--- src/rtl/fetch_unit_pkg.sv ---
// Purpose: shared fetch-stage constants and types for the multicycle RV32 core.
// Latency: n/a (types and constants only).
// Backpressure: n/a.
// Contents: default reset PC, fetch FSM state encoding, canonical NOP word.
package fetch_unit_pkg;

   // PC loaded on reset unless the instantiating module overrides it.
   localparam logic [31:0] DEFAULT_RESET_PC = 32'h0000_0000;

   // addi x0, x0, 0 -- decode substitutes this when it needs a bubble.
   localparam logic [31:0] INSTR_NOP = 32'h0000_0013;

   // Fetch sequencer states; 2-bit encoding is fixed because other
   // blocks decode it when debugging the core.
   typedef enum logic [1:0] {
      S_REQ   = 2'd0,
      S_WAIT  = 2'd1,
      S_HOLD  = 2'd2,
      S_FAULT = 2'd3
   } fetch_state_t;

endpackage

--- src/rtl/fetch_unit_pc_reg.sv ---
// Purpose: program-counter register with load enable and PC+4 adder.
// Latency: load takes effect on the next rising edge; pcadd4 is combinational from pc.
// Backpressure: none; the register simply holds when load_en is low.
// Ports: clk, rst (sync, active-high) | load_en, load_val -> pc, pcadd4.
module fetch_unit_pc_reg #(
   parameter int unsigned      XLEN     = 32,
   parameter logic [XLEN-1:0]  RESET_PC = '0
) (
   input  logic            clk,
   input  logic            rst,
   input  logic            load_en,
   input  logic [XLEN-1:0] load_val,
   output logic [XLEN-1:0] pc,
   output logic [XLEN-1:0] pcadd4
);

   always_ff @(posedge clk) begin
      if (rst) begin
         pc <= RESET_PC;
      end else if (load_en) begin
         pc <= load_val;
      end
   end

   // Wraps modulo 2^XLEN: 0xFFFF_FFFC + 4 -> 0x0000_0000.
   assign pcadd4 = pc + XLEN'(4);

endmodule

--- src/rtl/fetch_unit.sv ---
// Purpose: PC register + instruction-fetch sequencer feeding decode in the multicycle RV32 core.
// Latency: min 3 cycles per instruction (request accepted, response, hold); next request the cycle after ack.
// Backpressure: request address held stable while imem_req_ready is low; instruction held until instr_ack.
// Ports: clk, rst (sync, active-high) | next_pc, instr_ack from core | imem_req_* / imem_rsp_* memory port |
//        pc_out, pcadd4_out to next-PC mux and branch adder | instr_out, instr_valid to decode | misaligned_fault (sticky).
module fetch_unit
   import fetch_unit_pkg::*;
#(
   parameter int unsigned      XLEN     = 32,  // only 32 is supported
   parameter logic [XLEN-1:0]  RESET_PC = DEFAULT_RESET_PC
) (
   input  logic            clk,
   input  logic            rst,
   input  logic [XLEN-1:0] next_pc,
   input  logic            instr_ack,
   output logic            imem_req_valid,
   output logic [XLEN-1:0] imem_req_addr,
   input  logic            imem_req_ready,
   input  logic            imem_rsp_valid,
   input  logic [XLEN-1:0] imem_rsp_data,
   output logic [XLEN-1:0] pc_out,
   output logic [XLEN-1:0] pcadd4_out,
   output logic [XLEN-1:0] instr_out,
   output logic            instr_valid,
   output logic            misaligned_fault
);

   fetch_state_t state_q;
   fetch_state_t state_d;

   logic pc_load;     // retire: take next_pc
   logic instr_load;  // capture response word
   logic fault_set;   // retire to a non-word-aligned target

   fetch_unit_pc_reg #(
      .XLEN     (XLEN),
      .RESET_PC (RESET_PC)
   ) u_pc_reg (
      .clk      (clk),
      .rst      (rst),
      .load_en  (pc_load),
      .load_val (next_pc),
      .pc       (pc_out),
      .pcadd4   (pcadd4_out)
   );

   // Request address is the PC itself; it cannot move while in S_REQ
   // because the PC only loads from S_HOLD.
   assign imem_req_addr = pc_out;

   // Gated by rst so nothing leaks out while reset is held, whatever
   // state the register was left in.
   assign imem_req_valid = (state_q == S_REQ)  && !rst;
   assign instr_valid    = (state_q == S_HOLD) && !rst;

   always_ff @(posedge clk) begin
      if (rst) begin
         state_q          <= S_REQ;
         instr_out        <= '0;
         misaligned_fault <= 1'b0;
      end else begin
         state_q <= state_d;
         if (instr_load) begin
            instr_out <= imem_rsp_data;
         end
         if (fault_set) begin
            misaligned_fault <= 1'b1;
         end
      end
   end

   always_comb begin
      state_d    = state_q;
      pc_load    = 1'b0;
      instr_load = 1'b0;
      fault_set  = 1'b0;
      unique case (state_q)
         S_REQ: begin
            // Responses are never expected here; a stray one is dropped.
            if (imem_req_ready) begin
               state_d = S_WAIT;
            end
         end
         S_WAIT: begin
            if (imem_rsp_valid) begin
               instr_load = 1'b1;
               state_d    = S_HOLD;
            end
         end
         S_HOLD: begin
            if (instr_ack) begin
               // PC takes the target even when misaligned so the fault
               // state reports the offending address on pc_out.
               pc_load = 1'b1;
               if (next_pc[1:0] == 2'b00) begin
                  state_d = S_REQ;
               end else begin
                  fault_set = 1'b1;
                  state_d   = S_FAULT;
               end
            end
         end
         S_FAULT: begin
            // Terminal until reset.
            state_d = S_FAULT;
         end
         default: begin
            state_d = S_REQ;
         end
      endcase
   end

endmodule

--- config.mk ---
export PLATFORM = sky130hd
export DESIGN_NAME = fetch_unit
export DESIGN_NICKNAME = d
export VERILOG_FILES = /design/src/rtl/fetch_unit_pkg.sv /design/src/rtl/fetch_unit_pc_reg.sv /design/src/rtl/fetch_unit.sv
export SDC_FILE = /design/constraint.sdc
export NUM_CORES = 1
export LEC_CHECK = 0
export ABC_AREA = 1
export ABC_CLOCK_PERIOD_IN_PS = 3100
export CAP_MARGIN = 20
export CORE_ASPECT_RATIO = 0.6
export CORE_MARGIN = 2
export CORE_UTILIZATION = 42
export CTS_CLUSTER_DIAMETER = 30
export CTS_CLUSTER_SIZE = 20
export DETAILED_ROUTE_END_ITERATION = 16
export PLACE_DENSITY_LB_ADDON = 0.08
export SYNTH_ARGS = -nofsm -noshare
export SYNTH_HDL_FRONTEND = slang
export SYNTH_HIERARCHICAL = 1
export SYNTH_SLANG_ARGS = --single-unit
--- constraint.sdc ---
create_clock -name clk -period 3.1 [get_ports clk]
set_input_delay 0.62 -clock clk [delete_from_list [all_inputs] [get_ports clk]]
set_output_delay 0.62 -clock clk [all_outputs]
set_load 0.05 [all_outputs]
==> impl_metrics.py <==
metrics = {
    "min_path": {
        "hp-class": "reg2reg",
    },
    "critical_path": {
        "worst_setup_path_end_kind": "output port",
        "cp_slowest_stage_delay_ns": 0.53,
        "path_class": "reg2out",
        "required_ns": 2.48,
        "crit_chain": "ha_1, nand2_1, nor2_1, nand2_1, nor2_2, nand3b_1, nand2_1, dlygate4sd2_1",
        "cp_max_fo": 5,
        "slowest_stage": "dlygate4sd2_1",
        "critPathBufInv": 1,
        "crit_family": "simple AND/OR/NAND/NOR gates",
        "start_kind": "flop",
        "cp_common_cell": "nand2_1",
        "cp.arrival_ns": 2.31,
    },
    "pwr": {
        "power.share.clock_pct": 26.9,
        "sequentialPowerShare_pct": 27.5,
        "comb_power_share_pct": 45.7,
        "p_sw_share_pct": 44.41,
        "p_sw_mw": 1.878,
        "powerDensity_mw_per_mm2": 732.7,
        "leakagePower_nw": 2.395,
        "peakVddDrop_uv": 418.8,
        "p_int_mw": 2.351,
    },
    "yosys": {
        "syn_area_sq_mm": 0.003666,
        "syn-num-nets": 585,
        "synth-seq-cells": 67,
        "synthArstFlopShare_pct": 0,
        "synth_edf_count": 0,
        "netlist_instances": 515,
        "synth_cell_types": 29,
        "synth.most_common_cell": "nand2_1",
        "yosysWarnings": 6,
        "synth_top_area_cell": "dfxtp_1",
        "yosysSeqAreaShare_pct": 36.59,
        "yosys-top-cells-count": "nand2_1 (165), dfxtp_1 (67), a21oi_1 (57), nor2_1 (43), buf_4 (37)",
        "netlist.area_leader.share_pct": 36.59,
        "avgSynthCellArea_sq_um": 7.118,
        "ys.flop_type": "dfxtp_1",
        "synth.area.top_cells": "dfxtp_1 (37%), nand2_1 (17%), a21oi_1 (7.8%)",
    },
    "flow_run": {
        "cap_violations": 0,
    },
    "global_routing": {
        "grt_pass1_wl_um": 19020,
        "gr-total-overflow": 0,
        "grt_max_degree": 53,
        "gr-usage-all-layers_pct": 24.74,
        "antenna_found_initial": 0,
        "grt_pass1_vias": 3663,
    },
    "cells_and_area": {
        "diodes": 0,
        "nets": 738,
        "area_growth_pct": 57.44,
        "drive_gt1_share_pct": 6.686,
        "post-route-util_pct": 67.98,
    },
    "clocking": {
        "cts_buffers": 9,
        "clockRootBuffer": "clkbuf_16",
        "htreeDepth": 3,
        "cts_setup_buffers": 0,
        "clkLatencyLatePin_ns": 0.33,
        "cts-hold-fix-buffers": 0,
        "cts.sinks": 67,
        "clockBufferDepth": 2,
        "cts.clk_slew.worst_paths_ns": 0.06,
        "cts_tree": "yes",
    },
    "route": {
        "num_vias": 3907,
        "drt_iter0_drc": 251,
        "ant_nets": 0,
        "drt-total-wl_um": 11890,
        "wire_per_inst_um": 15.15,
        "post-route-drc-count": 0,
        "dr.pass1.iters": 4,
        "vias_per_cell": 4.977,
    },
    "timing": {
        "timing.fmax_ghz": 0.3418,
        "tightestPinTransition_ns": 0.6065,
        "final_max_slew_viol_count": 0,
        "fin_setup_tns_ns": 0,
        "finalSetupViolCount": 0,
        "post-route-period-util_pct": 94.39,
        "min_period_ns": 2.926,
        "hold_viol": 0,
        "rsz0062_at_grt": "false",
        "timing.hold.ws_ns": 0.4582,
        "fin_skew_ns": 0.007209,
        "max_slew_margin_pct": 59.51,
    },
    "placement": {
        "gp_congestion": 0.9167,
        "numPortBuffers": 199,
        "dp.final_hpwl_um": 8645,
    },
    "floorplan": {
        "start_util_pct": 43.18,
        "coreArea_sq_mm": 0.008491,
        "rows": 26,
        "dieHeight_um": 76.37,
        "die_w_um": 124.6,
        "dieArea_sq_mm": 0.009517,
        "io_pins": 200,
    },
    "outcome": {
        "outcome": "complete, no violations",
    },
}
==> metal layers <==
layer | global-route usage, % | wire (um) | vias to the layer above
li1 | - | - | 1946
met1 | 32.76 | 5399 | 1794
met2 | 38.63 | 5393 | 158
met3 | 9.059 | 984 | 9
met4 | 5.843 | 115 | 0
met5 | 0 | 0 | -
==> through the flow <==
stage          instance area (sq um)  cells  setup WS, ns  total power, mW
2_1_floorplan                   3666    515        0.1237            2.571
3_3_place_gp                    5410    769        0.3474            3.095
3_5_place_dp                    5410    769        0.2738            3.118
4_1_cts                         5739    785       0.01100            4.254
5_1_grt                         5772    785       0.05062            4.421
6_report                        5772    785        0.1740            4.229
==> kinds of logic after synthesis <==
group           count (synthesis)  synth area share, %
xor+xnor                       15                3.789
fa+ha+maj                       1               0.3412
compound gates                 67                9.761
buf+inv                        87                13.89
simple gates                  278                35.63
flops                          67                36.59
==> final timing paths <==
path | from | to | slack [ns] | cells past startpoint
max | u_pc_reg/pc[3] | pcadd4_out[24] | 0.17 | 8
min | instr_out[29] | instr_out[29] | 0.46 | 2
max reg2reg | state_q[0] | u_pc_reg/pc[31] | 1.14 | 7
min reg2reg | instr_out[29] | instr_out[29] | 0.46 | 2
==> power groups by stage <==
| stage | combinational [mW] | sequential (mW) | clock, mW |
|---|---|---|---|
| finish | 1.93 | 1.16 | 1.14 |
| global route | 2.03 | 1.19 | 1.20 |
| CTS | 1.94 | 1.16 | 1.16 |
| detailed placement | 1.94 | 1.18 | 0 |
| global placement | 1.93 | 1.17 | 0 |
| floorplan | 1.05 | 1.52 | 0 |
==> tightest hold or removal path, delay by kind of cell (launching register included) <==
kind | cells | cell delay (ns)
AOI/OAI and AO/OA | 1 | 0.05
and+or+nand+nor | 1 | 0.06
DFF | 1 | 0.31
==> cell usage in the layout, fill, tap and decap left out, types with 2 or more instances in the layout <==
cell type | netlist | final
nor3_1 | 2 | 2
xnor2_1 | 5 | 5
inv_1 | 23 | 23
clkinvlp_4 | 0 | 2
nor2_4 | 4 | 4
nand3b_1 | 8 | 8
and2_1 | 2 | 2
xor2_1 | 9 | 9
a211oi_1 | 8 | 8
clkbuf_16 | 0 | 9
nand2_1 | 165 | 165
nor2_8 | 3 | 3
nand2_2 | 4 | 4
clkbuf_8 | 0 | 2
dlygate4sd2_1 | 0 | 6
nand3_1 | 9 | 9
nor2_1 | 43 | 42
nand4_1 | 33 | 33
nor2_2 | 2 | 3
inv_2 | 2 | 2
dfxtp_1 | 67 | 67
dlymetal6s2s_1 | 0 | 13
clkdlybuf4s50_1 | 0 | 176
a21oi_1 | 57 | 57
bufinv_16 | 0 | 2
buf_4 | 37 | 8
==> layout make-up <==
| type | instances | area (sq um) |
|---|---|---|
| repair buffers | 204 | 2042 |
| inverters | 25 | 93.84 |
| fillers | 728 | 2719 |
| multi-input cells | 361 | 1818 |
| clock buffers | 11 | 252.7 |
| well taps | 112 | 140.1 |
| clock inverters | 5 | 83.83 |
| flip-flops and latches | 67 | 1341 |
==> registers in the layout, indices dropped and copies added (netlist names) <==
signal / count
instr_out: 32
u_pc_reg/pc: 32
state_q: 2
misaligned_fault: 1
==> repair_timing <==
| item | in CTS | in global routing |
|---|---|---|
| endpoints found under the setup margin | 6 | 13 |
| resized for setup | 6 | 13 |
| pin swaps | 0 | 0 |
| cloned | 0 | 0 |
Power figures use the tool's default switching activity.
